==> src/rtl/clock_btn_pkg.sv <==
// Shared constants for the push-button conditioner: default timing parameters
// and the bit position of each button in the 5-bit level/pulse vectors.
package clock_btn_pkg;

  localparam int DEF_DB_CNT       = 20000;
  localparam int DEF_REPEAT_DELAY = 50000000;
  localparam int DEF_REPEAT_RATE  = 10000000;
  localparam int DEF_LONG_CNT     = 100000000;

  localparam int NUM_BTN    = 5;
  localparam int BTN_UP     = 0;
  localparam int BTN_DOWN   = 1;
  localparam int BTN_LEFT   = 2;
  localparam int BTN_RIGHT  = 3;
  localparam int BTN_MIDDLE = 4;

  // One spare bit above $clog2 so a counter can sit at its terminal value
  // and still saturate without wrapping.
  function automatic int cnt_width(input int n);
    return $clog2(n) + 1;
  endfunction

endpackage

==> src/rtl/btn_debounce.sv <==
// One button channel: 2-flop synchronizer, stable-count debounce and a
// one-cycle pulse in the cycle the debounced level is loaded high.
module btn_debounce
  import clock_btn_pkg::*;
#(
  parameter int DB_CNT = DEF_DB_CNT
) (
  input  logic clk_i,
  input  logic rst_ni,
  input  logic raw_i,
  output logic level_o,
  output logic rise_o
);

  localparam int CNT_W = cnt_width(DB_CNT);
  localparam logic [CNT_W-1:0] DB_LAST = CNT_W'(DB_CNT - 1);

  logic [1:0]       sync_q;
  logic             level_q, level_d;
  logic             rise_q, rise_d;
  logic [CNT_W-1:0] cnt_q, cnt_d;

  // The counter only runs while the synchronized input disagrees with the
  // accepted level; any agreement restarts the stability window.
  always_comb begin
    cnt_d   = '0;
    level_d = level_q;
    rise_d  = 1'b0;
    if (sync_q[1] != level_q) begin
      if (cnt_q == DB_LAST) begin
        level_d = sync_q[1];
        rise_d  = sync_q[1];
      end else begin
        cnt_d = cnt_q + 1'b1;
      end
    end
  end

  always_ff @(posedge clk_i or negedge rst_ni) begin
    if (!rst_ni) begin
      sync_q  <= '0;
      level_q <= 1'b0;
      rise_q  <= 1'b0;
      cnt_q   <= '0;
    end else begin
      sync_q  <= {sync_q[0], raw_i};
      level_q <= level_d;
      rise_q  <= rise_d;
      cnt_q   <= cnt_d;
    end
  end

  assign level_o = level_q;
  assign rise_o  = rise_q;

endmodule

==> src/rtl/button_conditioner.sv <==
// Five debounced push-buttons with press pulses, auto-repeat on up/down and a
// long-press event on middle. Every output comes straight from a flop.
module button_conditioner
  import clock_btn_pkg::*;
#(
  parameter int DB_CNT       = DEF_DB_CNT,
  parameter int REPEAT_DELAY = DEF_REPEAT_DELAY,
  parameter int REPEAT_RATE  = DEF_REPEAT_RATE,
  parameter int LONG_CNT     = DEF_LONG_CNT
) (
  input  logic       clk,
  input  logic       rst_n,
  input  logic       button_up,
  input  logic       button_down,
  input  logic       button_left,
  input  logic       button_right,
  input  logic       button_middle,
  output logic       up_pulse,
  output logic       down_pulse,
  output logic       left_pulse,
  output logic       right_pulse,
  output logic       middle_pulse,
  output logic       middle_long,
  output logic [4:0] btn_level
);

  localparam int HOLD_W = cnt_width(REPEAT_DELAY);
  localparam int RATE_W = cnt_width(REPEAT_RATE);
  localparam int LONG_W = cnt_width(LONG_CNT);

  localparam logic [HOLD_W-1:0] HOLD_MAX  = '1;
  localparam logic [HOLD_W-1:0] REP_AT    = HOLD_W'(REPEAT_DELAY);
  localparam logic [RATE_W-1:0] RATE_LAST = RATE_W'(REPEAT_RATE - 1);
  localparam logic [LONG_W-1:0] LONG_MAX  = '1;
  localparam logic [LONG_W-1:0] LONG_AT   = LONG_W'(LONG_CNT);

  logic [NUM_BTN-1:0] raw;
  logic [NUM_BTN-1:0] db_level;
  logic [NUM_BTN-1:0] db_rise;

  assign raw[BTN_UP]     = button_up;
  assign raw[BTN_DOWN]   = button_down;
  assign raw[BTN_LEFT]   = button_left;
  assign raw[BTN_RIGHT]  = button_right;
  assign raw[BTN_MIDDLE] = button_middle;

  for (genvar g = 0; g < NUM_BTN; g++) begin : g_db
    btn_debounce #(.DB_CNT(DB_CNT)) u_db (
      .clk_i  (clk),
      .rst_ni (rst_n),
      .raw_i  (raw[g]),
      .level_o(db_level[g]),
      .rise_o (db_rise[g])
    );
  end

  // Hold counters track the debounced level, one cycle ahead of btn_level,
  // so a hit registered here lands on the matching btn_level-aligned count.
  logic [1:0][HOLD_W-1:0] hold_q, hold_d;
  logic [1:0][RATE_W-1:0] rate_q, rate_d;
  logic [1:0]             rep_hit;
  logic [LONG_W-1:0]      lhold_q, lhold_d;
  logic                   long_hit;

  always_comb begin
    hold_d  = '0;
    rate_d  = '0;
    rep_hit = '0;
    for (int i = 0; i < 2; i++) begin
      rep_hit[i] = db_level[i] &&
                   ((hold_q[i] == REP_AT) ||
                    ((hold_q[i] > REP_AT) && (rate_q[i] == RATE_LAST)));
      if (db_level[i]) begin
        hold_d[i] = (hold_q[i] == HOLD_MAX) ? hold_q[i] : hold_q[i] + 1'b1;
        if (!rep_hit[i] && (hold_q[i] > REP_AT)) rate_d[i] = rate_q[i] + 1'b1;
      end
    end
  end

  // Saturation parks the middle counter above LONG_CNT, so the long event
  // cannot recur until release clears it.
  always_comb begin
    lhold_d  = '0;
    long_hit = db_level[BTN_MIDDLE] && (lhold_q == LONG_AT);
    if (db_level[BTN_MIDDLE]) lhold_d = (lhold_q == LONG_MAX) ? lhold_q : lhold_q + 1'b1;
  end

  logic [NUM_BTN-1:0] pulse_q, pulse_d;
  logic [NUM_BTN-1:0] level_q;
  logic               long_q;

  assign pulse_d = db_rise | {{(NUM_BTN-2){1'b0}}, rep_hit};

  always_ff @(posedge clk or negedge rst_n) begin
    if (!rst_n) begin
      hold_q  <= '0;
      rate_q  <= '0;
      lhold_q <= '0;
      pulse_q <= '0;
      level_q <= '0;
      long_q  <= 1'b0;
    end else begin
      hold_q  <= hold_d;
      rate_q  <= rate_d;
      lhold_q <= lhold_d;
      pulse_q <= pulse_d;
      level_q <= db_level;
      long_q  <= long_hit;
    end
  end

  assign up_pulse     = pulse_q[BTN_UP];
  assign down_pulse   = pulse_q[BTN_DOWN];
  assign left_pulse   = pulse_q[BTN_LEFT];
  assign right_pulse  = pulse_q[BTN_RIGHT];
  assign middle_pulse = pulse_q[BTN_MIDDLE];
  assign middle_long  = long_q;
  assign btn_level    = level_q;

endmodule

==> config.mk <==
export PLATFORM = sky130hd
export DESIGN_NAME = button_conditioner
export DESIGN_NICKNAME = d
export VERILOG_FILES = /design/src/rtl/clock_btn_pkg.sv /design/src/rtl/btn_debounce.sv /design/src/rtl/button_conditioner.sv
export SDC_FILE = /design/constraint.sdc
export NUM_CORES = 1
export LEC_CHECK = 0
export CAP_MARGIN = 20
export CORE_MARGIN = 2
export CORE_UTILIZATION = 50
export DETAILED_ROUTE_END_ITERATION = 8
export GPL_ROUTABILITY_DRIVEN = 1
export PLACE_DENSITY = 0.7
export SLEW_MARGIN = 20
export SYNTH_ARGS = -nofsm -noshare
export SYNTH_HDL_FRONTEND = slang
export SYNTH_SLANG_ARGS = --single-unit
==> constraint.sdc <==
create_clock -name clk -period 5.1 [get_ports clk]
set_input_delay 0.765 -clock clk [delete_from_list [all_inputs] [get_ports clk]]
set_output_delay 0.765 -clock clk [all_outputs]
set_load 0.03 [all_outputs]
==> run_results.csv <==
group,metric,value,unit
sta,maxSlewHeadroom,32.2,%
route,wl_per_cell,13.9,um
floorplanning,dieArea,0.0252,mm^2
sta,final_max_slew_viol_count,0,
clocking,cts-root-buf,"clkbuf_16",
floorplanning,die_x,159,um
critical_path,critical-path-top-delay-family,"simple AND/OR/NAND/NOR gates",
clocking,clockBufferDepth,3,
clocking,cts_max_level,1,
synthesis,synth_edf_count,0,
sta,fmax,0.411,GHz
global_routing,antenna_found_initial,0,
global_routing,grtUsageMet3,2.67,%
clocking,post_cts_resized,0,
critical_path,startpoint_type,"flip-flop",
critical_path,cp.arrival,2.86,ns
critical_path,crit_slowest_cell,"nor3_4",
sta,clock_skew,0.00818,ns
critical_path,critPathKind,"flip-flop to flip-flop",
place,place_inst,1538,
route,drt_iter0_drc,487,
critical_path,worst-path-buf-inv,1,
critical_path,required,5.53,ns
clocking,cts_buffers,27,
route,dr.pass1.iters,5,
job,maxCapViolCount,0,
sta,finalCritPeriodShare,47.7,%
pwr,ir_drop,0.000296,V
critical_path,crit_chain,"nand4_1 > or3_1 > nor3_4 > inv_1 > a311oi_1",
finish,n_fill_cell,2047,
pwr,p_leak,5.29,nW
floorplanning,coreArea,0.0235,mm^2
synthesis,synthesis.nets,1256,
route,vias,8711,
finish,diodes,0,
synthesis,ys_warn_count,0,
floorplanning,num_io_pins,18,
clocking,cts_tree,"done",
synthesis,syn-cell-area,0.0120,mm^2
sta,finalSetupTns,0,ns
pwr,totalPowerFinal,3.93,mW
synthesis,ys_async_sr_fraction,100,%
pwr,pwr_density_cell,295,mW/mm^2
outcome,outcome,"finished clean",
synthesis,avgSynthCellArea,9.67,um^2
sta,hold_viol_final,0,
route,via_per_inst,5.49,
synthesis,synth_top_area_share,50.9,%
sta,tightest_slew,1.01,ns
global_routing,use_met2,30.5,%
clocking,clk_pin_slew,0.06,ns
worst_hold_path,hp-class,"input port to async pin",
global_routing,grt-busiest-layer,"met2",
floorplanning,start_util,50.9,%
synthesis,syn_inst,1236,
route,drc_errors,0,
synthesis,yosys.cell_types.count,54,
critical_path,cpPeakStageDelay,0.67,ns
synthesis,yosysSeqAreaShare,50.9,%
critical_path,reg2reg_depth,5,
route,drt_wl_total,22.0,mm
critical_path,r2r-start,"lhold_q[20]",
synthesis,synth-seq-cells,243,
finish,nets,1269,
sta,layout_min_cycle_time,2.43,ns
place,portBuffers,17,
critical_path,regToRegSetupSlack,2.67,ns
critical_path,timing.rr.end,"lhold_q[6]",
synthesis,ys_top_cells_by_area,"dfrtp_1 (51%), nor2_1 (6.4%), xnor2_1 (6.4%), xor2_1 (4.5%), nand3_1 (3.3%)",
sta,setup_violations,0,
sta,holdWs,0.270,ns
finish,stdcell_count,1587,
clocking,cts_setup_buffers,0,
clocking,clk-insertion-delay-late,0.53,ns
finish,syn_to_final_growth,11.5,%
global_routing,grt-ovfl-total,0,
sta,rsz0062_at_grt,"false",
clocking,clock_sinks,243,
finish,postLayoutCellArea,0.0133,mm^2
synthesis,yosys.area.top_type,"dfrtp_1",
route,postRouteAntennaNets,0,
global_routing,use_met1,25.8,%
finish,drive_gt1_share,5.05,%
critical_path,crit_fanout,23,
floorplanning,die_h,159,um
synthesis,synth_ff_type,"dfrtp_1",
global_routing,grt_pass1_vias,8478,
place,dp_hpwl,14.2,mm
critical_path,cp-end-kind,"flip-flop",
global_routing,grt_pass1_wl,39.2,mm
place,gp_congestion,0.819,
clocking,cts_hold_buf,0,
place,post_dp_cell_area,0.0124,mm^2
global_routing,grt.total_usage,18.4,%
global_routing,grt_max_degree,137,
floorplanning,num_rows,56,
[metal layers]
| metal | up-vias | part of all wire [%] |
|---|---|---|
| li1 | 4354 | - |
| met1 | 4208 | 49 |
| met2 | 122 | 46 |
| met3 | 27 | 2.9 |
| met4 | 0 | 1.9 |
| met5 | - | 0 |
[sequential cells by signal, summed over array words and instances (netlist names), 5 cells and up]
register / cells
lhold_q: 28
g_db.u_db.level_o: 5
pulse_q: 5
hold_q: 54
btn_level: 5
rate_q: 50
g_db.u_db.cnt_q: 80
g_db.u_db.sync_q: 10
g_db.u_db.rise_o: 5
[report_power, final]
group | switching [mW] | internal [mW]
clock network | 0.749 | 1.15
registers | 0.0123 | 1.94
logic | 0.0539 | 0.0177
[placed cells by master (no fill, tap or decap), types with 3 or more instances in the layout]
| cell type | synthesis | final |
|---|---|---|
| nand4_1 | 57 | 57 |
| or2_2 | 4 | 4 |
| nor4bb_1 | 3 | 3 |
| o31ai_1 | 8 | 8 |
| xnor2_1 | 87 | 87 |
| mux2i_1 | 17 | 17 |
| nor4b_1 | 25 | 25 |
| nand2b_1 | 22 | 22 |
| mux2_2 | 5 | 5 |
| clkdlybuf4s50_1 | 0 | 16 |
| inv_1 | 33 | 33 |
| o21ai_0 | 24 | 24 |
| nand2_1 | 91 | 91 |
| clkbuf_16 | 0 | 27 |
| or3_1 | 18 | 18 |
| clkbuf_1 | 29 | 6 |
| nor3_1 | 29 | 29 |
| o2111ai_1 | 3 | 3 |
| and4_1 | 10 | 10 |
| clkbuf_8 | 0 | 9 |
| nor2_1 | 204 | 204 |
| and2_1 | 15 | 15 |
| and3_1 | 34 | 34 |
| nand3_1 | 79 | 79 |
| a21oi_1 | 39 | 39 |
| o211ai_1 | 3 | 3 |
| or4_1 | 8 | 8 |
| a211oi_1 | 3 | 3 |
| a31oi_1 | 6 | 6 |
| ha_1 | 13 | 13 |
| dfrtp_1 | 243 | 243 |
| xor2_1 | 62 | 62 |
| nor4_1 | 26 | 25 |
[worst max path at each step]
stage	startpoint	end	cells after the start
floorplan	rate_q[0]	rate_q[16]	7
global placement	lhold_q[20]	lhold_q[6]	5
detailed placement	lhold_q[20]	lhold_q[6]	5
CTS	lhold_q[20]	lhold_q[6]	5
global route	lhold_q[20]	lhold_q[6]	5
finish	lhold_q[20]	lhold_q[6]	5
[worst reg2reg max path, cell delays in order, from the launching register on]
cell      delay [ns]
dfrtp_1         0.39
nand4_1         0.28
or3_1           0.53
nor3_4          0.67
inv_1           0.18
a311oi_1        0.29
[through the flow]
stage                     setup WS (ns)  utilization [%]
after detailed placement           2.34             52.9
after global routing               2.44             56.8
final                              2.67             56.8
after CTS                          2.31             56.7
after floorplan                    3.03                -
after global placement             2.49             52.9
[cell usage after synthesis, drive strengths merged, types with 18 or more instances]
library cell	number
nor4b	25
xnor2	87
and3	35
inv	33
nor2	204
xor2	62
nand2b	22
nand4	58
clkbuf	29
a21oi	39
nand2	91
nand3	79
nor4	26
o21ai	24
dfrtp	243
nor3	31
or3	18
[final cells by class]
type                    instances  area [um^2]  share of cell area, %
flip-flops and latches        243         6080                   45.6
multi-input cells             923         5610                   42.1
clock buffers                  42          822                   6.17
well taps                     319          399                   2.99
repair buffers                 21          225                   1.69
inverters                      33          124                  0.929
clock inverters                 6         65.1                  0.488
[cells by family after synthesis]
family / share of synthesized area [%]
multiplexers: 1.89
AO/OA/AOI/OAI: 5.01
adder cells (fa/ha/maj): 1.36
flip-flops: 50.9
XOR/XNOR: 10.9
buffers and inverters: 2.27
AND/OR/NAND/NOR: 27.7
No activity file was read; power rests on OpenSTA's default activity.
